===== src/rtl/cv32e40p_apu_master_disp_pkg.sv =====
// Shared widths and payload types for the core-side APU dispatcher and its tag FIFO.
// Request payload travels issue -> hold register -> APU port; response goes APU -> writeback.
package cv32e40p_apu_disp_pkg;

  localparam int NARGS    = 3;
  localparam int WOP      = 6;
  localparam int NDSFLAGS = 15;
  localparam int NUSFLAGS = 5;
  localparam int DEPTH    = 4;
  localparam int ADDR_W   = 6;
  localparam int CNT_W    = $clog2(DEPTH) + 1;

  typedef struct packed {
    logic [NARGS*32-1:0] operands;
    logic [WOP-1:0]      op;
    logic [NDSFLAGS-1:0] flags;
    logic [ADDR_W-1:0]   waddr;
  } apu_req_t;

  typedef struct packed {
    logic [31:0]         data;
    logic [NUSFLAGS-1:0] flags;
  } apu_rsp_t;

  // One slot per granted op plus the hold register must fit in the result tracking.
  function automatic logic reserve_block(input logic [CNT_W-1:0] cnt, input logic hold);
    return (32'(cnt) + 32'(hold)) >= 32'(DEPTH);
  endfunction

endpackage


===== src/rtl/cv32e40p_apu_master_disp_if.sv =====
// APU master/responder bundle: request/grant handshake, flush, and unthrottled result return.
// The master drives request payload and flush; the responder drives grant and results.
interface cv32e40p_apu_master_disp_if;
  import cv32e40p_apu_disp_pkg::*;

  logic                req;
  logic                gnt;
  logic [NARGS*32-1:0] operands;
  logic [WOP-1:0]      op;
  logic [NDSFLAGS-1:0] flags;
  logic                flush;
  logic                rvalid;
  logic [31:0]         rdata;
  logic [NUSFLAGS-1:0] rflags;

  modport master (
    output req, operands, op, flags, flush,
    input  gnt, rvalid, rdata, rflags
  );

  modport slave (
    input  req, operands, op, flags, flush,
    output gnt, rvalid, rdata, rflags
  );

endinterface


===== src/rtl/cv32e40p_apu_master_disp_tag_fifo.sv =====
// In-order tag FIFO of destination addresses; push/pop take effect at the clock edge, head is combinational.
// Push while full is dropped unless a pop happens in the same cycle; flush and reset empty it.
module cv32e40p_apu_tag_fifo #(
  parameter  int DEPTH = 4,
  parameter  int WIDTH = 6,
  localparam int PTR_W = $clog2(DEPTH),
  localparam int CNT_W = $clog2(DEPTH) + 1
) (
  input  logic             clk,
  input  logic             rst_n,
  input  logic             flush,
  input  logic             push,
  input  logic [WIDTH-1:0] push_dat,
  input  logic             pop,
  output logic [WIDTH-1:0] head,
  output logic [CNT_W-1:0] count,
  output logic             full,
  output logic             empty
);

  logic [WIDTH-1:0] mem [DEPTH];
  logic [PTR_W-1:0] wr_ptr;
  logic [PTR_W-1:0] rd_ptr;
  logic             do_push;
  logic             do_pop;

  assign empty   = (count == '0);
  assign full    = (count == CNT_W'(DEPTH));
  assign do_pop  = pop & ~empty;
  assign do_push = push & (~full | do_pop);
  assign head    = mem[rd_ptr];

  always_ff @(posedge clk) begin
    if (do_push && !flush) begin
      mem[wr_ptr] <= push_dat;
    end
  end

  always_ff @(posedge clk) begin
    if (!rst_n || flush) begin
      wr_ptr <= '0;
      rd_ptr <= '0;
      count  <= '0;
    end else begin
      if (do_push) begin
        wr_ptr <= wr_ptr + PTR_W'(1);
      end
      if (do_pop) begin
        rd_ptr <= rd_ptr + PTR_W'(1);
      end
      count <= count + CNT_W'(do_push) - CNT_W'(do_pop);
    end
  end

endmodule


===== src/rtl/cv32e40p_apu_master_disp.sv =====
// Core-side APU initiator: accept->req 1 cycle, rvalid->writeback 1 cycle, one op per cycle when granted.
// Issue stalls while the hold register is ungranted or result slots are all reserved; results are never stalled.
module cv32e40p_apu_master_disp
  import cv32e40p_apu_disp_pkg::*;
(
  input  logic                        clk_i,
  input  logic                        rst_ni,
  input  logic                        flush_i,
  input  logic                        issue_valid_i,
  output logic                        issue_ready_o,
  input  logic [NARGS*32-1:0]         issue_operands_i,
  input  logic [WOP-1:0]              issue_op_i,
  input  logic [NDSFLAGS-1:0]         issue_flags_i,
  input  logic [ADDR_W-1:0]           issue_waddr_i,
  cv32e40p_apu_master_disp_if.master  apu,
  output logic                        wb_valid_o,
  output logic [ADDR_W-1:0]           wb_waddr_o,
  output logic [31:0]                 wb_data_o,
  output logic [NUSFLAGS-1:0]         wb_flags_o,
  output logic                        busy_o,
  output logic                        proto_err_o
);

  apu_req_t          hold_q;
  logic              hold_valid;
  apu_rsp_t          wb_rsp_q;
  logic [ADDR_W-1:0] wb_waddr_q;
  logic              wb_valid_q;
  logic              proto_err_q;

  logic              fire;
  logic              accept;
  logic              push;
  logic              pop;
  logic              stray;
  logic [ADDR_W-1:0] tag_head;
  logic [CNT_W-1:0]  tag_count;
  logic              tag_full;
  logic              tag_empty;

  assign fire          = hold_valid & apu.gnt;
  assign issue_ready_o = ~flush_i & (~hold_valid | fire) & ~reserve_block(tag_count, hold_valid);
  assign accept        = issue_valid_i & issue_ready_o;

  // Anything observed during a flush belongs to the killed stream.
  assign push  = fire & ~flush_i & (~tag_full | pop);
  assign pop   = apu.rvalid & ~tag_empty & ~flush_i;
  assign stray = apu.rvalid & tag_empty & ~flush_i;

  always_ff @(posedge clk_i) begin
    if (!rst_ni) begin
      hold_valid <= 1'b0;
      hold_q     <= '0;
    end else if (flush_i) begin
      hold_valid <= 1'b0;
    end else if (accept) begin
      hold_valid      <= 1'b1;
      hold_q.operands <= issue_operands_i;
      hold_q.op       <= issue_op_i;
      hold_q.flags    <= issue_flags_i;
      hold_q.waddr    <= issue_waddr_i;
    end else if (fire) begin
      hold_valid <= 1'b0;
    end
  end

  cv32e40p_apu_tag_fifo #(
    .DEPTH (DEPTH),
    .WIDTH (ADDR_W)
  ) u_tag_fifo (
    .clk      (clk_i),
    .rst_n    (rst_ni),
    .flush    (flush_i),
    .push     (push),
    .push_dat (hold_q.waddr),
    .pop      (pop),
    .head     (tag_head),
    .count    (tag_count),
    .full     (tag_full),
    .empty    (tag_empty)
  );

  always_ff @(posedge clk_i) begin
    if (!rst_ni) begin
      wb_valid_q  <= 1'b0;
      wb_waddr_q  <= '0;
      wb_rsp_q    <= '0;
      proto_err_q <= 1'b0;
    end else begin
      wb_valid_q <= pop;
      if (pop) begin
        wb_waddr_q     <= tag_head;
        wb_rsp_q.data  <= apu.rdata;
        wb_rsp_q.flags <= apu.rflags;
      end
      if (stray) begin
        proto_err_q <= 1'b1;
      end
    end
  end

  assign apu.req      = hold_valid;
  assign apu.operands = hold_q.operands;
  assign apu.op       = hold_q.op;
  assign apu.flags    = hold_q.flags;
  assign apu.flush    = flush_i;

  assign wb_valid_o  = wb_valid_q;
  assign wb_waddr_o  = wb_waddr_q;
  assign wb_data_o   = wb_rsp_q.data;
  assign wb_flags_o  = wb_rsp_q.flags;
  assign busy_o      = hold_valid | ~tag_empty;
  assign proto_err_o = proto_err_q;

endmodule

===== src/flat_wrapper.sv =====
// flat-port wrapper written by rule: the top's interface ports become plain ports
module cv32e40p_apu_master_disp_flat import cv32e40p_apu_disp_pkg::*;
  (clk_i, rst_ni, flush_i, issue_valid_i, issue_ready_o, issue_operands_i, issue_op_i, issue_flags_i, issue_waddr_i, wb_valid_o, wb_waddr_o, wb_data_o, wb_flags_o, busy_o, proto_err_o, apu_req, apu_operands, apu_op, apu_flags, apu_flush, apu_gnt, apu_rvalid, apu_rdata, apu_rflags);
  cv32e40p_apu_master_disp_if apu_i ();
  input  logic clk_i;
  input  logic rst_ni;
  input  logic flush_i;
  input  logic issue_valid_i;
  output logic issue_ready_o;
  input  logic [NARGS*32-1:0] issue_operands_i;
  input  logic [WOP-1:0] issue_op_i;
  input  logic [NDSFLAGS-1:0] issue_flags_i;
  input  logic [ADDR_W-1:0] issue_waddr_i;
  output logic wb_valid_o;
  output logic [ADDR_W-1:0] wb_waddr_o;
  output logic [31:0] wb_data_o;
  output logic [NUSFLAGS-1:0] wb_flags_o;
  output logic busy_o;
  output logic proto_err_o;
  output wire logic [$bits(apu_i.req)-1:0] apu_req;
  output wire logic [$bits(apu_i.operands)-1:0] apu_operands;
  output wire logic [$bits(apu_i.op)-1:0] apu_op;
  output wire logic [$bits(apu_i.flags)-1:0] apu_flags;
  output wire logic [$bits(apu_i.flush)-1:0] apu_flush;
  input wire logic [$bits(apu_i.gnt)-1:0] apu_gnt;
  input wire logic [$bits(apu_i.rvalid)-1:0] apu_rvalid;
  input wire logic [$bits(apu_i.rdata)-1:0] apu_rdata;
  input wire logic [$bits(apu_i.rflags)-1:0] apu_rflags;
  assign apu_req = apu_i.req;
  assign apu_operands = apu_i.operands;
  assign apu_op = apu_i.op;
  assign apu_flags = apu_i.flags;
  assign apu_flush = apu_i.flush;
  assign apu_i.gnt = apu_gnt;
  assign apu_i.rvalid = apu_rvalid;
  assign apu_i.rdata = apu_rdata;
  assign apu_i.rflags = apu_rflags;
  cv32e40p_apu_master_disp u_core (.clk_i(clk_i), .rst_ni(rst_ni), .flush_i(flush_i), .issue_valid_i(issue_valid_i), .issue_ready_o(issue_ready_o), .issue_operands_i(issue_operands_i), .issue_op_i(issue_op_i), .issue_flags_i(issue_flags_i), .issue_waddr_i(issue_waddr_i), .apu(apu_i), .wb_valid_o(wb_valid_o), .wb_waddr_o(wb_waddr_o), .wb_data_o(wb_data_o), .wb_flags_o(wb_flags_o), .busy_o(busy_o), .proto_err_o(proto_err_o));
endmodule

===== config.mk =====
export PLATFORM = sky130hd
export DESIGN_NAME = cv32e40p_apu_master_disp_flat
export DESIGN_NICKNAME = d
export VERILOG_FILES = /design/src/rtl/cv32e40p_apu_master_disp_pkg.sv /design/src/rtl/cv32e40p_apu_master_disp_if.sv /design/src/rtl/cv32e40p_apu_master_disp_tag_fifo.sv /design/src/rtl/cv32e40p_apu_master_disp.sv /design/src/flat_wrapper.sv
export SDC_FILE = /design/constraint.sdc
export NUM_CORES = 1
export LEC_CHECK = 0
export ABC_AREA = 1
export ABC_CLOCK_PERIOD_IN_PS = 6550
export CAP_MARGIN = 20
export CORE_UTILIZATION = 50
export DETAILED_ROUTE_END_ITERATION = 8
export GPL_ROUTABILITY_DRIVEN = 0
export PLACE_DENSITY = 0.93
export SYNTH_ARGS = -nofsm -noshare
export SYNTH_HDL_FRONTEND = slang
export SYNTH_SLANG_ARGS = --single-unit

===== constraint.sdc =====
create_clock -name clk_i -period 6.55 [get_ports clk_i]
set_input_delay 0.655 -clock clk_i [delete_from_list [all_inputs] [get_ports clk_i]]
set_output_delay 0.655 -clock clk_i [all_outputs]
set_load 0.01 [all_outputs]

## Word-level counts from Yosys, hierarchy flattened

Memories as Yosys holds them, arrays and structs flattened. A register that Yosys moved wholly into a read port is not among the register bits.
Index checks and enable logic that the tools add are counted.

- Register bits: 170
- RAM bits: 24
- Input port bits: 166
- Logic and storage cells: 55
- Memories kept: 1

Memory list:

| memory | depth | bits a word | rd ports | clocked after Yosys merged registers in | wr ports | RTL line | RTL |
|---|---|---|---|---|---|---|---|
| u_core.u_tag_fifo.mem | 4 | 6 | 1 | 1 | 1 | cv32e40p_apu_master_disp_tag_fifo.sv:21 | `logic [WIDTH-1:0] mem [DEPTH];` |

- $add $sub $neg: 5
- Order comparisons: 1
- Equality and inequality tests: 1
- Muxes and demuxes: 4
- Bitwise logic cells: 22
- Reduce and logical (&&, ||, !) cells: 9

Operators by type and width:

| cell | count |
|---|---|
| $ge A32 B3 Y1 const B | 1 |
| $and A1 B1 Y1 | 12 |
| $not A1 Y1 | 6 |
| $add A2 B1 Y2 const B | 2 |
| $add A3 B1 Y4 | 1 |
| $mux W1 | 4 |
| $or A1 B1 Y1 | 4 |
| $add A3 B1 Y3 | 1 |
| $eq A3 B3 Y1 const B | 1 |
| $logic_not A1 Y1 | 3 |
| $logic_not A3 Y1 | 1 |
| $sub A3 B1 Y3 | 1 |
| $reduce_and A2 Y1 | 1 |
| $reduce_bool A2 Y1 | 1 |
| $reduce_or A2 Y1 | 1 |
| $logic_and A1 B1 Y1 | 1 |
| $logic_or A1 B1 Y1 | 1 |

## Depth between registers and ports, before layout

- Depth in word-level cells: 10
- Mapped depth: 12
- Depth with buffers taken out: 11

## By module

Synthesis repeated with hierarchy kept, for this count alone.

- Cell total of the unflattened synthesis: 1498
- Area total of the unflattened synthesis: 10169.8 µm²

Modules (own cells, without submodules):

| module | times used | cells each | area an instance (µm²) | sequential area each (µm²) |
|---|---|---|---|---|
| cv32e40p_apu_master_disp | 1 | 1367 | 8745.9 | 3383.2 |
| cv32e40p_apu_tag_fifo | 1 | 131 | 1423.9 | 900.9 |

## Worst setup path before layout

Ideal clock, no wire load.

- Kind: input to register
- Start point: input apu_rvalid
- End point: register u_core.u_tag_fifo.count[2]
- Arrival: 2.351 ns
- Path slack: 4.084 ns
- Cell stages on the path: 12
- Cells stage by stage: inv_1 nor2_1 nand2_1 inv_1 clkbuf_1 ha_1 inv_1 ha_1 inv_1 fa_1 xnor2_1 nor2_1

- Longest elaborated chain between the ends: 7

Ends and longest elaborated chain:

| item | RTL line | RTL |
|---|---|---|
| start: declaration | flat_wrapper.sv:26 | `input wire logic [$bits(apu_i.rvalid)-1:0] apu_rvalid;` |
| $and A1 B1 Y1 * (2 in a row) | cv32e40p_apu_master_disp.sv:47 | `assign pop = apu.rvalid & ~tag_empty & ~flush_i;` |
| $and A1 B1 Y1 * | cv32e40p_apu_master_disp_tag_fifo.sv:29 | `assign do_pop = pop & ~empty;` |
| named net u_core.u_tag_fifo.do_pop | cv32e40p_apu_master_disp_tag_fifo.sv:25 | `logic do_pop;` |
| $or A1 B1 Y1 | cv32e40p_apu_master_disp_tag_fifo.sv:30 | `assign do_push = push & (~full \| do_pop);` |
| $and A1 B1 Y1 | cv32e40p_apu_master_disp_tag_fifo.sv:30 |  |
| $add A3 B1 Y3 | cv32e40p_apu_master_disp_tag_fifo.sv:51 | `count <= count + CNT_W'(do_push) - CNT_W'(do_pop);` |
| $sub A3 B1 Y3 * | cv32e40p_apu_master_disp_tag_fifo.sv:51 |  |
| end signal: assignment | cv32e40p_apu_master_disp_tag_fifo.sv:51 |  |
| end: declaration | cv32e40p_apu_master_disp_tag_fifo.sv:16 | `output logic [CNT_W-1:0] count,` |

Mark *: on every way through the listed nets, which the timed path passes. The rest lies on a longest branch.
A chain may end at the register's enable or synchronous reset.

## Worst setup path in the final report

- Start point: input flush_i
- End point: output issue_ready_o

- Longest elaborated chain between the ends: 3

Ends and longest elaborated chain:

| item | RTL line | RTL |
|---|---|---|
| start: declaration | flat_wrapper.sv:7 | `input logic flush_i;` |
| $not A1 Y1 | cv32e40p_apu_master_disp.sv:42 | `assign issue_ready_o = ~flush_i & (~hold_valid \| fire) & ~reserve_block(tag_count, hold_valid);` |
| $and A1 B1 Y1 (2 in a row) | cv32e40p_apu_master_disp.sv:42 |  |
| end: declaration | flat_wrapper.sv:9 | `output logic issue_ready_o;` |

Every way passes these cells.

==> out/results.ini <==
[status]
status=completed

[floorplan]
die-width_um=144
die_h_um=144
core-area_sq_mm=0.0196
start_util=0.514
ios=332
rows=51
design.die.area_sq_mm=0.0207

[finish]
drive_gt1_frac=0.0505
utilization=0.674
finish.instance_area_sq_mm=0.0132
syn2layout_area_growth_pct=31.2
layout.nets=1824
instances_no_fill=1929
fill_cells=1545

[sta]
hold_viol_final=0
setup-violations-final=0
fin_skew_ps=12.3
fin_setup_tns_ps=0
fmax_mhz=297
period_share=0.514
rsz0062_at_grt=no
relSlewSlack=0.325
finalMaxSlewViolations=0
tightestPinTransition_ps=1010
worst_slack_ps=3190
post-route-min-period_ps=3360

[routing]
vias=9129
drt-total-wl_mm=26.7
firstDrtPassIters=5
via_per_inst=4.73
first_iter_violations=467
postRouteAntennaNets=0
drc=0
wl_per_cell_um=13.9

[critical_path]
worstPathArrival_ps=2710
cp-end-kind=primary output
startpoint=flush_i
crit_top_cell=clkdlybuf4s50_1
slowest_stage=clkdlybuf4s50_1
worst_path_largest_cell_delay_ps=530
cp_max_fo=55
crit_buf_inv=4
r2r_end=u_core.apu.operands[60]
cp.required_ps=5890
rrSetupSlack_ps=3680
endpoint=issue_ready_o
r2r_start=u_core.u_tag_fifo.count[1]
worst-path-stages=7
critical_path.startpoint_type=input port
worstSetupPathType=input port to primary output
r2r_cells=10
crit_chain=clkdlybuf4s50_1 -> inv_1 -> nand2_1 -> nor2_4 -> buf_4 -> and2_1 -> clkdlybuf4s50_1
cp_top_family=buffers and inverters

[synth]
yosys.area.top_type=dfxtp_1
synth_area_sq_mm=0.0101
synth_nets=1665
synth_top_cell_area_share=0.350
async_flop_share=0
synthTopCellsByArea=dfxtp_1 35%, inv_1 13%, nand2_1 9.6%
ys_seq_area_frac=0.421
synth_cells=1491
synth-edff-count=24
ys_types=22
synth-seq-cells=200
yosys_warnings=0
syn_area_per_cell_sq_um=6.76
yosys_most_used_dff=dfxtp_1

[cts]
cts_root_buf=clkbuf_16
cts_buffers=17
cts_setup_buffers=0
path_clk_slew_ps=80
clk_latency_ps=430
cts.sinks=200
cts_hold_buf=0
clockBufferDepth=2
cts_tree=yes
postCtsResizedCells=0
h-tree-depth=4

[pwr]
power_leakage_nw=6.40
ir_drop_mv=0.175
p_per_area_mw_per_mm2=219

[flow_run]
drv_cap=0

[hold_path]
hold_class=register to register
holdCritStartpoint=u_core.wb_data_o[19]

[global_routing]
antenna_found_initial=0
grt_pass1_wl_mm=41.7
grt_pass1_vias=8631
gr-total-overflow=0
grt_use_total=0.258
grt_max_degree=101

[placement]
io_buffers=331
place_inst=1896
placed_area_sq_mm=0.0126
pre_cts_ws_ps=3060
dpl.hpwl_mm=18.5

-- placed cells by master, fill, tap and decap left out, types with 2 or more instances in the layout --
cell / instances
a21oi_1: 6
buf_4: 11
clkbuf_16: 18
clkdlybuf4s50_1: 329
clkinv_8: 5
dfxtp_1: 176
edfxtp_1: 24
ha_1: 7
inv_1: 352
inv_12: 3
inv_2: 38
inv_6: 3
inv_8: 2
nand2_1: 256
nand3_1: 3
nand4_1: 124
nor2_1: 234
o21ai_0: 58
o22ai_1: 6
-- layer usage --
layer	up-vias	track usage	part of all wire
li1	4588	-	-
met1	4123	0.283	0.38
met2	371	0.446	0.49
met3	47	0.107	0.11
met4	0	0.0918	0.024
met5	-	0	0
-- metrics by stage --
step                hold WS [ps]  total power [W]
finish                       488          0.00290
global route                 502          0.00304
CTS                          492          0.00292
detailed placement           474          0.00182
global placement             459          0.00181
floorplan                    460          0.00164
-- registers in the layout, summed over array words and instances (netlist names) --
signal,cells
u_core.wb_valid_o,1
u_core.apu.operands,96
u_core.u_tag_fifo.mem,24
u_core.wb_flags_o,5
u_core.wb_waddr_o,6
u_core.apu.flags,15
u_core.apu.req,1
u_core.u_tag_fifo.count,3
u_core.proto_err_o,1
u_core.u_tag_fifo.rd_ptr,2
u_core.hold_q,6
u_core.wb_data_o,32
u_core.apu.op,6
u_core.u_tag_fifo.wr_ptr,2
-- cell type report --
class                   count  area [sq um]  area share
diodes                      1          2.50    0.000189
clock buffers              18           450      0.0341
clock inverters            14           188      0.0142
inverters                 390          1460       0.111
multi-input cells         701          3160       0.239
flip-flops and latches    200          4240       0.321
well taps                 265           332      0.0251
repair buffers            340          3380       0.256
-- cell families after synthesis --
family | synth area share
AOI/OAI and AO/OA | 0.0355
xor gates and xnor gates | 0.000870
adders and majority gates | 0.0107
buffers and inverters | 0.267
DFF | 0.421
and+or+nand+nor | 0.265
-- worst register-to-register path: stages (launching register included) --
cell     delay (ps)
dfxtp_1         370
ha_1            230
inv_2            40
nor2_1           60
nor2_4          100
buf_4           490
nand3_4         690
buf_4           510
nand2_1         110
inv_1            40
nor2_1          150
-- cells in the mapped netlist (all sizes together) (4+ instances only) --
master    n
clkbuf   46
nand2   257
buf     154
a21oi     6
dfxtp   176
nand3     4
edfxtp   24
inv     390
nor2    235
nand4   124
o21ai    58
o22ai     6
ha        7
-- worst min path at each step --
stage / end / slack [ps] / cells after the start
floorplan: u_core.u_tag_fifo.mem[0][0] / 460 / 0
global placement: u_core.proto_err_o / 460 / 2
detailed placement: u_core.wb_data_o[19] / 470 / 2
CTS: u_core.wb_data_o[19] / 490 / 2
global route: u_core.wb_data_o[16] / 500 / 2
finish: u_core.wb_data_o[19] / 490 / 2
-- power breakdown --
part | internal [W] | switching [W] | total, W
clock | 0.000551 | 0.000550 | 0.00110
combinational | 0.000245 | 0.000227 | 0.000472
sequential | 0.00129 | 0.0000307 | 0.00132
total | 0.00209 | 0.000808 | 0.00290
(Power assumes the default switching activity.)
